## config.mk

```make
export PLATFORM = sky130hd
export DESIGN_NAME = ddr3_rw_arbiter
export DESIGN_NICKNAME = d
export VERILOG_FILES = /design/src/rtl/ddr3_rw_arbiter.sv
export SDC_FILE = /design/constraint.sdc
export NUM_CORES = 1
export LEC_CHECK = 0
export BUFFER_PORTS_ARGS = -buffer_cell sky130_fd_sc_hd__buf_4
export CORE_MARGIN = 2
export CORE_UTILIZATION = 45
export CTS_CLUSTER_DIAMETER = 60
export DETAILED_ROUTE_END_ITERATION = 6
export MAX_ROUTING_LAYER = met4
export PLACE_DENSITY = 0.82
export SYNTH_ARGS = -nofsm -noshare
export SYNTH_HDL_FRONTEND = slang
export SYNTH_SLANG_ARGS = --single-unit
```

## constraint.sdc

```tcl
create_clock -name ui_clk -period 2.2 [get_ports ui_clk]
set_clock_uncertainty 0.1 [all_clocks]
set_input_delay 0.11 -clock ui_clk [delete_from_list [all_inputs] [get_ports ui_clk]]
set_output_delay 0.11 -clock ui_clk [all_outputs]
set_load 0.005 [all_outputs]
```

## src/rtl/ddr3_rw_arbiter.sv

```systemverilog
// Shares one DDR3 MIG user port between a write-burst and a read-burst engine.
// Build option: define ARB_RD_PRIORITY_EN so reads always win ties; otherwise ties alternate round-robin.
module ddr3_rw_arbiter #(
  parameter int ADDR_W    = 29,
  parameter int ADDR_STEP = 8
) (
  input  logic              ui_clk,
  input  logic              ui_clk_sync_rst,
  input  logic              init_calib_complete,
  input  logic              wr_req,
  input  logic              rd_req,
  input  logic [ADDR_W-1:0] wr_addr,
  input  logic [ADDR_W-1:0] rd_addr,
  input  logic [7:0]        wr_bust_len,
  input  logic [7:0]        rd_bust_len,
  output logic              wr_grant,
  output logic              rd_grant,
  output logic              wr_done,
  output logic              rd_done,
  output logic              wrfifo_rden,
  input  logic              app_rdy,
  input  logic              app_wdf_rdy,
  output logic              app_en,
  output logic              app_wdf_wren,
  output logic              app_wdf_end,
  output logic [2:0]        app_cmd,
  output logic [ADDR_W-1:0] app_addr
);

  typedef enum logic [1:0] {IDLE, WRITE, READ, DONE} state_t;

  state_t            state_q, state_d;
  logic [ADDR_W-1:0] addr_q, addr_d;
  logic [7:0]        remain_q, remain_d;
  logic              is_rd_q, is_rd_d;
  logic              last_rd_q, last_rd_d;
  logic              wr_grant_q, wr_grant_d;
  logic              rd_grant_q, rd_grant_d;
  logic              wr_done_q, wr_done_d;
  logic              rd_done_q, rd_done_d;

  logic              wr_beat;
  logic              rd_beat;
  logic              pick_rd;
  logic [7:0]        sel_len;

  always_comb begin
    wr_beat = (state_q == WRITE) && app_rdy && app_wdf_rdy;
    rd_beat = (state_q == READ) && app_rdy;
`ifdef ARB_RD_PRIORITY_EN
    pick_rd = rd_req;
`else
    pick_rd = rd_req && (!wr_req || !last_rd_q);
`endif
    sel_len = pick_rd ? rd_bust_len : wr_bust_len;

    state_d    = state_q;
    addr_d     = addr_q;
    remain_d   = remain_q;
    is_rd_d    = is_rd_q;
    last_rd_d  = last_rd_q;
    wr_grant_d = wr_grant_q;
    rd_grant_d = rd_grant_q;
    wr_done_d  = 1'b0;
    rd_done_d  = 1'b0;

    case (state_q)
      IDLE: begin
        if (init_calib_complete && (wr_req || rd_req)) begin
          is_rd_d  = pick_rd;
          addr_d   = pick_rd ? rd_addr : wr_addr;
          remain_d = sel_len;
          // Zero-length bursts skip straight to DONE so the engine still sees its done pulse.
          if (sel_len == 8'd0) begin
            state_d   = DONE;
            wr_done_d = !pick_rd;
            rd_done_d = pick_rd;
          end else begin
            state_d    = pick_rd ? READ : WRITE;
            wr_grant_d = !pick_rd;
            rd_grant_d = pick_rd;
          end
        end
      end
      WRITE, READ: begin
        if (wr_beat || rd_beat) begin
          addr_d   = addr_q + ADDR_W'(ADDR_STEP);
          remain_d = remain_q - 8'd1;
          if (remain_q == 8'd1) begin
            state_d    = DONE;
            wr_grant_d = 1'b0;
            rd_grant_d = 1'b0;
            wr_done_d  = !is_rd_q;
            rd_done_d  = is_rd_q;
          end
        end
      end
      DONE: begin
        state_d   = IDLE;
        last_rd_d = is_rd_q;
      end
      default: state_d = IDLE;
    endcase
  end

  always_ff @(posedge ui_clk) begin
    if (ui_clk_sync_rst) begin
      state_q    <= IDLE;
      addr_q     <= '0;
      remain_q   <= '0;
      is_rd_q    <= 1'b0;
      last_rd_q  <= 1'b0;
      wr_grant_q <= 1'b0;
      rd_grant_q <= 1'b0;
      wr_done_q  <= 1'b0;
      rd_done_q  <= 1'b0;
    end else begin
      state_q    <= state_d;
      addr_q     <= addr_d;
      remain_q   <= remain_d;
      is_rd_q    <= is_rd_d;
      last_rd_q  <= last_rd_d;
      wr_grant_q <= wr_grant_d;
      rd_grant_q <= rd_grant_d;
      wr_done_q  <= wr_done_d;
      rd_done_q  <= rd_done_d;
    end
  end

  // Beat strobes must follow the ready handshake in the same cycle, so they are not registered.
  assign app_en       = wr_beat || rd_beat;
  assign app_wdf_wren = wr_beat;
  assign app_wdf_end  = wr_beat;
  assign wrfifo_rden  = wr_beat;
  assign app_cmd      = (state_q == READ) ? 3'b001 : 3'b000;
  assign app_addr     = addr_q;
  assign wr_grant     = wr_grant_q;
  assign rd_grant     = rd_grant_q;
  assign wr_done      = wr_done_q;
  assign rd_done      = rd_done_q;

endmodule

```

* Word-level counts from Yosys, hierarchy flattened
Index checks and enable logic that the tools add are counted.
** Word-level totals
- Register bits after elaboration :: 45
- Bits in latches :: 0
- Bits in writable memories :: 0
- ROM bits :: 0
- Output and inout bits :: 40
- Memories kept :: 0
** Operators by class
- Add/subtract/negate cells :: 2
- Multiply operators :: 0
- Divide/modulo/power cells :: 0
- Order comparisons :: 0
- Equality and inequality tests :: 8
- Shift operators :: 0
- Mux-type cells :: 33
- Bitwise logic cells :: 0
- Reduce and logical (&&, ||, !) cells :: 20
** Operators by type and width (count)
- $mux 29 :: 3
- $pmux 29 s2 :: 1
- $add 29x4->29 const B :: 1
- $mux 8 :: 3
- $pmux 8 s2 :: 1
- $mux 1 :: 15
- $mux 2 :: 5
- $eq 8x1->1 const B :: 1
- $logic_not 8->1 :: 1
- $ne 2x2->1 const B :: 4
- $pmux 1 s2 :: 4
- $sub 8x1->8 const B :: 1
- $pmux 2 s3 :: 1
- $reduce_and 3->1 :: 2
- $logic_and 1x1->1 :: 5
- $reduce_and 5->1 :: 1
- $eq 2x2->1 const B :: 2
- $logic_not 1->1 :: 4
- $logic_or 1x1->1 :: 3
- $eq 2x1->1 const B :: 1
- $logic_not 2->1 :: 1
- $reduce_and 2->1 :: 1
- $reduce_bool 2->1 :: 1
- $reduce_or 2->1 :: 1

* Depth between registers and ports, before layout
Gate-level depths: netlist (run 1).
- Depth in word-level cells :: 8
- Depth in mapped cells :: 10
- Mapped depth without buffers :: 8

* Worst setup path before layout (run 1)
Ideal clock, no wire load.
- Kind :: register to register
- Start point :: reg state_q[0]
- End point :: reg addr_q[17] (netlist: app_addr[17])
- Library setup time :: 71 ps
- Data arrival time :: 1857 ps
- Required time :: 2029 ps
- Slack :: 172 ps
- Stages on the path, launching flop included :: 11
- Buffers on the path :: 4
- Period minus slack after synthesis :: 2028 ps
- Path through :: dfxtp_1 > inv_1 > ha_1 > clkbuf_1 > a21o_1 > clkbuf_1 > a21oi_1 > buf_2 > buf_2 > o21ai_0 > a21oi_1
** Between the ends
- Word-level cells in the longest chain between the ends :: 6
** RTL lines
- from (decl) :: line 32 : state_t state_q, state_d;
- from (signal assigned) :: line 118 : state_q <= state_d;
- $eq 2x1->1 :: line 48, 67
- $logic_and 1x1->1 (2 in a row) :: line 48 : wr_beat = (state_q == WRITE) && app_rdy && app_wdf_rdy;
- $logic_or 1x1->1 :: line 86 : if (wr_beat || rd_beat) begin
- $ne 2x2->1 (no line)
- $reduce_and 3->1 (no line)
- to (signal assigned) :: line 119 : addr_q <= addr_d;
- to (decl) :: line 33 : logic [ADDR_W-1:0] addr_q, addr_d;
Several ways; a longest one is shown, not always the timed one.
A chain may end at the register's enable or synchronous reset.

* Worst setup path in the final report (run 1)
- Start point :: reg addr_q[6] (netlist: app_addr[6])
- End point :: reg addr_q[20] (netlist: app_addr[20])
** Between the ends
- Word-level cells in the longest chain between the ends :: 3
** RTL lines
- $add 29x4->29 :: line 87 : addr_d = addr_q + ADDR_W'(ADDR_STEP);
- $mux 29 :: line 86
- $pmux 29 s2 :: line 67 : case (state_q)
Every way passes these cells. The select of a mux whose other input is x is not followed.

==> results of run 1 <==
[how the worst max path moves through the flow]
stage	endpoint	cells past startpoint
after floorplan	app_addr[17]$_SDFFE_PP0P_	10
after global placement	app_addr[21]$_SDFFE_PP0P_	6
after detailed placement	app_addr[21]$_SDFFE_PP0P_	6
after CTS	app_addr[23]$_SDFFE_PP0P_	6
after global routing	app_addr[22]$_SDFFE_PP0P_	8
final	app_addr[20]$_SDFFE_PP0P_	5
[worst max-delay path, cell delays in order, from the launching register on]
cell and delay [ns]:
sky130_fd_sc_hd__dfxtp_1 0.47, sky130_fd_sc_hd__nand4_2 0.22, sky130_fd_sc_hd__or3_4 0.42, sky130_fd_sc_hd__or3_1 0.33, sky130_fd_sc_hd__or3_1 0.31, sky130_fd_sc_hd__a31oi_1 0.16
[through the flow]
stage / util (%) / hold slack (ns) / instances / power [mW] / setup slack, ns
2_1_floorplan: - / 0.252 / 448 / 2.68 / 0.172
3_3_place_gp: 62.3 / 0.370 / 657 / 3.61 / 0.173
3_5_place_dp: 62.3 / 0.372 / 657 / 3.67 / 0.0940
4_1_cts: 63.6 / 0.0824 / 665 / 4.19 / 0.0678
5_1_grt: 63.9 / 0.0852 / 665 / 4.52 / 0.0204
6_report: 63.9 / 0.0782 / 665 / 4.23 / 0.133
[flip-flops by register name, summed over array words and instances (netlist names)]
register   count
is_rd_q        1
wr_done        1
wr_grant       1
rd_done        1
remain_q       8
last_rd_q      1
state_q        2
rd_grant       1
app_addr      29
[report_power, final]
group | switching (mW) | internal, mW | total [mW]
combinational | 1.21 | 1.08 | 2.29
sequential | 0.320 | 1.09 | 1.41
clock | 0.303 | 0.226 | 0.529
[final cells by class]
cell class | instances | area (µm²)
fillers | 634 | 2450
multi-input cells | 359 | 2100
repair buffers | 147 | 1100
flip-flops and latches | 45 | 901
well taps | 96 | 120
clock buffers | 7 | 76.3
inverters | 10 | 37.5
clock inverters | 1 | 7.51
[repair_timing]
| item | in CTS | in global routing |
|---|---|---|
| buffers inserted | 0 | 0 |
| setup endpoints to repair | 0 | 12 |
| gates resized for setup | 0 | 5 |
[layout by cell type, fill, tap and decap left out, types with 2 or more instances in the layout]
cell	n
sky130_fd_sc_hd__and3_1	5
sky130_fd_sc_hd__mux2_2	3
sky130_fd_sc_hd__nand2b_1	3
sky130_fd_sc_hd__nor3_2	2
sky130_fd_sc_hd__a41o_1	2
sky130_fd_sc_hd__nor3_1	28
sky130_fd_sc_hd__buf_4	147
sky130_fd_sc_hd__nor4_2	2
sky130_fd_sc_hd__o31ai_1	7
sky130_fd_sc_hd__clkbuf_8	5
sky130_fd_sc_hd__a22oi_1	6
sky130_fd_sc_hd__or3_4	2
sky130_fd_sc_hd__or3_1	3
sky130_fd_sc_hd__a21o_1	3
sky130_fd_sc_hd__nor4_1	6
sky130_fd_sc_hd__dfxtp_1	45
sky130_fd_sc_hd__o22ai_1	8
sky130_fd_sc_hd__nor2_1	26
sky130_fd_sc_hd__nand3_1	25
sky130_fd_sc_hd__o21a_1	2
sky130_fd_sc_hd__nand4_1	5
sky130_fd_sc_hd__a2111oi_0	2
sky130_fd_sc_hd__and2_1	2
sky130_fd_sc_hd__nand2_1	77
sky130_fd_sc_hd__a211oi_1	5
sky130_fd_sc_hd__o2bb2ai_1	2
sky130_fd_sc_hd__nand4b_1	2
sky130_fd_sc_hd__a21oi_1	50
sky130_fd_sc_hd__inv_1	10
sky130_fd_sc_hd__mux2i_1	19
sky130_fd_sc_hd__ha_1	7
sky130_fd_sc_hd__clkbuf_1	2
sky130_fd_sc_hd__o21ba_2	2
sky130_fd_sc_hd__conb_1	2
sky130_fd_sc_hd__nor2b_1	2
sky130_fd_sc_hd__o21ai_0	24
sky130_fd_sc_hd__a31oi_1	8
[per-layer routing]
layer | global-route usage, % | wire length (µm) | share of wire (%)
met2 | 44.5 | 5060 | 50
met5 | - | 0 | 0
met3 | 3.96 | 665 | 6.6
met1 | 31.9 | 4240 | 42
met4 | 8.25 | 176 | 1.7
[logic make-up (layout without fill, tap and decap cells)]
group / after synthesis / after routing / synth area share (%)
simple gates: 195 / 195 / 29.1
other cells: 1 / 2 / 0.118
buf+inv: 44 / 165 / 6.48
flops: 45 / 45 / 28.4
mux: 22 / 22 / 7.07
fa+ha+maj: 8 / 8 / 3.16
compound gates: 132 / 132 / 25.6
==> results.txt, run 1 <==
----------------------------------------------------
[Status]
  Result of the run ... completed

[Hold path]
  Endpoint of the worst hold path ... app_addr[28]$_SDFFE_PP0P_
  Worst Hold Class ... in2reg
  Number of cells on the worst hold path ... 5
  Hold_sp ... rd_addr[28]

[Worst setup path]
  Kind of launch point of the worst setup path ... flip-flop
  Critical path arrival ... 2.20 ns
  Cell count of the worst reg-to-reg path ... 5
  Capture instance of the worst register-to-register path ... app_addr[20]$_SDFFE_PP0P_
  CP required ... 2.34 ns
  Endpoint class of the critical path ... flip-flop
  Origin of the critical flop-to-flop path ... app_addr[6]$_SDFFE_PP0P_
  Critical path start-end classification ... reg2reg
  Minimum setup slack among reg-to-reg paths ... 0.13 ns
  Beginning of the critical path ... app_addr[6]$_SDFFE_PP0P_
  Maximum fanout encountered on the critical timing path ... 7

[Timing]
  Transition time at the pin with the least slew margin ... 0.530 ns
  Final count of negative-setup-slack endpoints ... 0
  Max Transition Viols Final ... 0
  Unrepaired setup endpoints after global routing ... no
  Share of the cycle needed by the critical path after routing ... 93.9%
  Crit path time final ... 2.07 ns
  Max_slew headroom ... 64.6%
  Hold Violations, Final ... 0
  Final TNS setup ... 0 ns
  Maximum clock rate ... 0.484 GHz

[Place]
  Number of port buffers ... 118
  Gp weighted congestion ... 0.939
  Placed cell area ... 4230 µm²
  HPWL after detailed placement ... 7610 µm

[Final layout]
  Final design area excluding fillers ... 4340 µm²
  Layout overhead on the synthesized area ... 37.1%
  Diode count ... 0
  Fraction of layout cells with a size suffix above 1 ... 29.9%
  Number of nets in the finished design ... 657

[GRT]
  Global-route wire length before repair ... 15800 µm
  Gr ovfl total ... 0
  Pin count of the biggest net entering global routing ... 49
  Number of global-route vias before repair ... 3464
  Initial antenna violation count ... 0
  GR Util All Layers ... 26.2%

[Route]
  Avg Vias per Cell ... 5.77
  Routed vias ... 3840
  Drt wl/cell ... 15.2 µm
  DRC Markers ... 0
  Total wirelength of the detailed-routed design ... 10100 µm
  First drt pass iteration count ... 4
  Count of antenna-violating nets left after detailed routing ... 0
  Initial DRC Count ... 184

[Floorplanning]
  Initial standard-cell utilization of the core ... 46.6%
  Standard cell core area ... 6790 µm²
  Horizontal die dimension ... 87.9 µm
  Total I/O pin count ... 121
  Site row count ... 30
  Die area ... 7720 µm²
  Floorplan die height ... 87.9 µm

[Pwr]
  Cell area power density ... 975 nW/µm²
  Worst IR Drop VDD ... 0.000477 V
  LEAKAGE ... 1.90 nW

[Yosys]
  Main flop type after synthesis ... sky130_fd_sc_hd__dfxtp_1
  Number of distinct library cell variants in the gate-level netlist after synthesis ... 54
  Cell Area, Synth ... 3170 µm²
  Share of Yosys cell area claimed by the top area cell type ... 28.4%
  Register area share after synthesis ... 28.4%
  Number of enable-type register cells in the synthesized netlist ... 0
  Cell type contributing the most total cell area after synthesis ... sky130_fd_sc_hd__dfxtp_1
  Count of warnings emitted by yosys ... 0
  Cell with the most instances after synthesis ... sky130_fd_sc_hd__nand2_1
  Proportion of synthesized flip-flops having asynchronous set or reset ... 0%
  Top cells by instance count after synthesis ... sky130_fd_sc_hd__nand2_1, sky130_fd_sc_hd__a21oi_1, sky130_fd_sc_hd__dfxtp_1, sky130_fd_sc_hd__nor3_1, sky130_fd_sc_hd__nor2_1
  Synthesized area per cell ... 7.08 µm²
  Synth area leaders ... sky130_fd_sc_hd__dfxtp_1, sky130_fd_sc_hd__nand2_1, sky130_fd_sc_hd__a21oi_1
  Post-Synthesis Cells ... 447
  Flip-flop and latch count after synthesis ... 45

[Clocking]
  Worst-Skew Late Latency ... 0.31 ns
  Clock slew at the register clock pins of the worst setup and hold paths ... 0.09 ns
  H-tree level count ... 2
  CTS Sinks ... 45
  Root buffer cell ... sky130_fd_sc_hd__clkbuf_8
  CTS tree ... yes
  Number of buffers on the longest clock path ... 2
  Number of buffers created by CTS ... 5
  Hold buffer count at cts ... 0

[Flow run]
  Count of maximum capacitance violations ... 0

----------------------------------------------------
No activity file was read; power rests on OpenSTA's default activity.
==> run 2: changes to the inputs <==
Settings changed: CORE_UTILIZATION 45 to 29, MAX_ROUTING_LAYER met4 to not set, PLACE_DENSITY 0.82 to 0.59.
==> run 2 against run 1 <==
  * Sequential cell count stayed put
  * Cell count rose by 6.6%
  * Sequential power about the same
  * Setup slack improved by 0.040 ns
  * Utilization shrank 22 points
  * Combinational power rose by 6%
  * First-iteration DRC count rose by 24%
  * Register-to-register slack better by 0.04 ns
  * Via count is 2.9% lower
  * Die area increased by 52%
  * Hold slack better by 0.0024 ns
  * Highest routed layer unchanged
==> results.txt, run 2 (synthesis gave the netlist of run 1 again) <==
----------------------------------------------------
[Clocking]
  Number of buffers on the longest clock path ... 2 (unchanged)
  Worst-Skew Late Latency ... 0.30 ns (about the same)
  Number of buffers created by CTS ... 5 (unchanged)
  Number of instances resized during post-cts repair ... 0 (unchanged)
  CTS Sinks ... 45 (unchanged)
  H-tree level count ... 2 (unchanged)
  Root buffer cell ... sky130_fd_sc_hd__clkbuf_8
  CTS tree ... yes
  Number of setup buffers added after CTS ... 0 (unchanged)
  Clock slew at the register clock pins of the worst setup and hold paths ... 0.09 ns (about the same)
  Hold buffer count at cts ... 0 (unchanged)

[Timing]
  Hold Violations, Final ... 0 (unchanged)
  Maximum clock rate ... 0.493 GHz (+2.0%)
  Max Transition Viols Final ... 0 (unchanged)
  Final count of negative-setup-slack endpoints ... 0 (unchanged)
  Min Hold Slack ... 0.0806 ns (+0.00245 ns)
  Unrepaired setup endpoints after global routing ... no
  Final TNS setup ... 0 ns (unchanged)
  Crit path time final ... 2.03 ns (-0.0402 ns)
  Post-layout worst setup margin ... 0.173 ns (+0.0402 ns)
  Max_slew headroom ... 62.9% (-1.7 points)
  Share of the cycle needed by the critical path after routing ... 92.1% (-1.8 points)
  Transition time at the pin with the least slew margin ... 0.551 ns (+0.0204 ns)

[Place]
  Pre-CTS setup slack ... 0.106 ns (+0.0120 ns)
  HPWL after detailed placement ... 8130 µm (+6.8%)
  Gp weighted congestion ... 0.871 (-7.2%)
  Placed cell count ... 702 (+6.8%)
  Placed cell area ... 4330 µm² (+2.4%)
  Number of port buffers ... 118 (unchanged)

[Final layout]
  Fraction of layout cells with a size suffix above 1 ... 30.4% (+0.53 points)
  Number of flip-flops in the largest register ... 29 (unchanged)
  Diode count ... 0 (unchanged)
  Number of filler cells placed in the layout ... 1135 (+79%)
  Leading cell types in the layout, fill and taps excluded ... sky130_fd_sc_hd__buf_4, sky130_fd_sc_hd__nand2_1, sky130_fd_sc_hd__a21oi_1, sky130_fd_sc_hd__dfxtp_1, sky130_fd_sc_hd__nor3_1
  Layout overhead on the synthesized area ... 40.8%
  End-of-flow core utilization ... 41.5% (-22 points)
  Most common library cell in the layout ignoring fill and taps ... sky130_fd_sc_hd__buf_4
  Final design area excluding fillers ... 4460 µm² (+2.7%)
  Final non-filler cell total ... 709 (+6.6%)
  Number of nets in the finished design ... 658 (+0.15%)

[Route]
  Count of antenna-violating nets left after detailed routing ... 0 (unchanged)
  First drt pass iteration count ... 4 (unchanged)
  Initial DRC Count ... 229 (+24%)
  Drt wl/cell ... 15.3 µm (about the same)
  DRC Markers ... 0 (unchanged)
  Routed vias ... 3729 (-2.9%)
  Total wirelength of the detailed-routed design ... 10800 µm (+6.7%)
  Avg Vias per Cell ... 5.26 (-8.9%)

[Floorplanning]
  Die area ... 11800 µm² (+52%)
  Initial standard-cell utilization of the core ... 29.5% (-17 points)
  Total I/O pin count ... 121 (unchanged)
  Horizontal die dimension ... 109 µm (+23%)
  Site row count ... 38 (+27%)
  Standard cell core area ... 10700 µm² (+58%)
  Floorplan die height ... 109 µm (+23%)

[GRT]
  GR Util All Layers ... 18.0% (-8.2 points)
  Initial antenna violation count ... 0 (unchanged)
  Global-route wire length before repair ... 17200 µm (+8.7%)
  Gr ovfl total ... 0 (unchanged)
  Number of global-route vias before repair ... 3589 (+3.6%)
  Pin count of the biggest net entering global routing ... 49 (unchanged)

[Worst setup path]
  Critical-path top delay cell ... sky130_fd_sc_hd__or4_1
  Critical path start-end classification ... reg2reg
  Endpoint class of the critical path ... flip-flop
  Crit path top cell by count ... sky130_fd_sc_hd__inv_1
  Buffer and inverter count on the worst path ... 2 (+2)
  CP required ... 2.33 ns (about the same)
  Kind of launch point of the worst setup path ... flip-flop
  Worst path top cell family by delay ... simple AND/OR/NAND/NOR gates
  Biggest cell delay along the critical path ... 0.48 ns (about the same)
  Critical path arrival ... 2.15 ns (-0.05 ns)
  CP Cell Sequence ... inv_1 > ha_1 > inv_1 > a21o_1 > nand2_1 > or4_1 > a31oi_1
  Maximum fanout encountered on the critical timing path ... 5 (-2)

[Pwr]
  Overall power of the completed layout ... 4.44 mW (+5.0%)
  LEAKAGE ... 1.94 nW (+2.1%)
  Worst IR Drop VDD ... 0.000357 V (-25%)
  Cell area power density ... 996 nW/µm² (+2.2%)

[Hold path]
  Worst Hold Class ... in2reg

[Status]
  Result of the run ... completed

[Flow run]
  Count of maximum capacitance violations ... 0 (unchanged)

----------------------------------------------------
-- run 2: cell count changes in the layout (fill, tap and decap cells not counted), sizes merged --
cell,delta
clkbuf,-2
bufinv,+1
clkinv,+1
clkinvlp,-1
buf,+1
-- run 2: cell type report --
| type | instances | area [µm²] | share of cell area (%) |
|---|---|---|---|
| multi-input cells | 359 | 2090 | 46.9 |
| repair buffers | 148 | 1150 | 25.8 |
| flip-flops and latches | 45 | 903 | 20.3 |
| well taps | 140 | 175 | 3.93 |
| clock buffers | 5 | 68.8 | 1.54 |
| inverters | 10 | 37.5 | 0.842 |
| clock inverters | 2 | 35.0 | 0.786 |
-- run 2: final timing paths --
path                             from                        end  slack (ns)  cells after the start
max           state_q[0]$_SDFFE_PP0P_  app_addr[23]$_SDFFE_PP0P_        0.17                      7
min                        rd_addr[0]   app_addr[0]$_SDFFE_PP0P_        0.08                      5
max reg2reg   state_q[0]$_SDFFE_PP0P_  app_addr[23]$_SDFFE_PP0P_        0.17                      7
min reg2reg  remain_q[5]$_SDFFE_PP0P_   remain_q[5]$_SDFFE_PP0P_        0.39                      2
-- run 2: layer usage --
layer,vias to the layer above,wire (µm),global-route usage [%]
met1,1740,4750,23.0
met5,-,0,0
li1,1865,-,-
met2,112,5400,31.8
met3,12,529,2.35
met4,0,146,4.85
-- run 2: power by group --
group / total [mW] / switching [mW] / internal [mW]
Combinational: 2.43 / 1.28 / 1.15
Sequential: 1.38 / 0.294 / 1.09
Clock: 0.628 / 0.297 / 0.331
-- run 2: tightest hold or removal path, cell delays in order --
cell and delay [ns]:
sky130_fd_sc_hd__buf_4 0.08, sky130_fd_sc_hd__nand2_1 0.04, sky130_fd_sc_hd__a21oi_1 0.11, sky130_fd_sc_hd__a21oi_1 0.05, sky130_fd_sc_hd__nor2_1 0.07
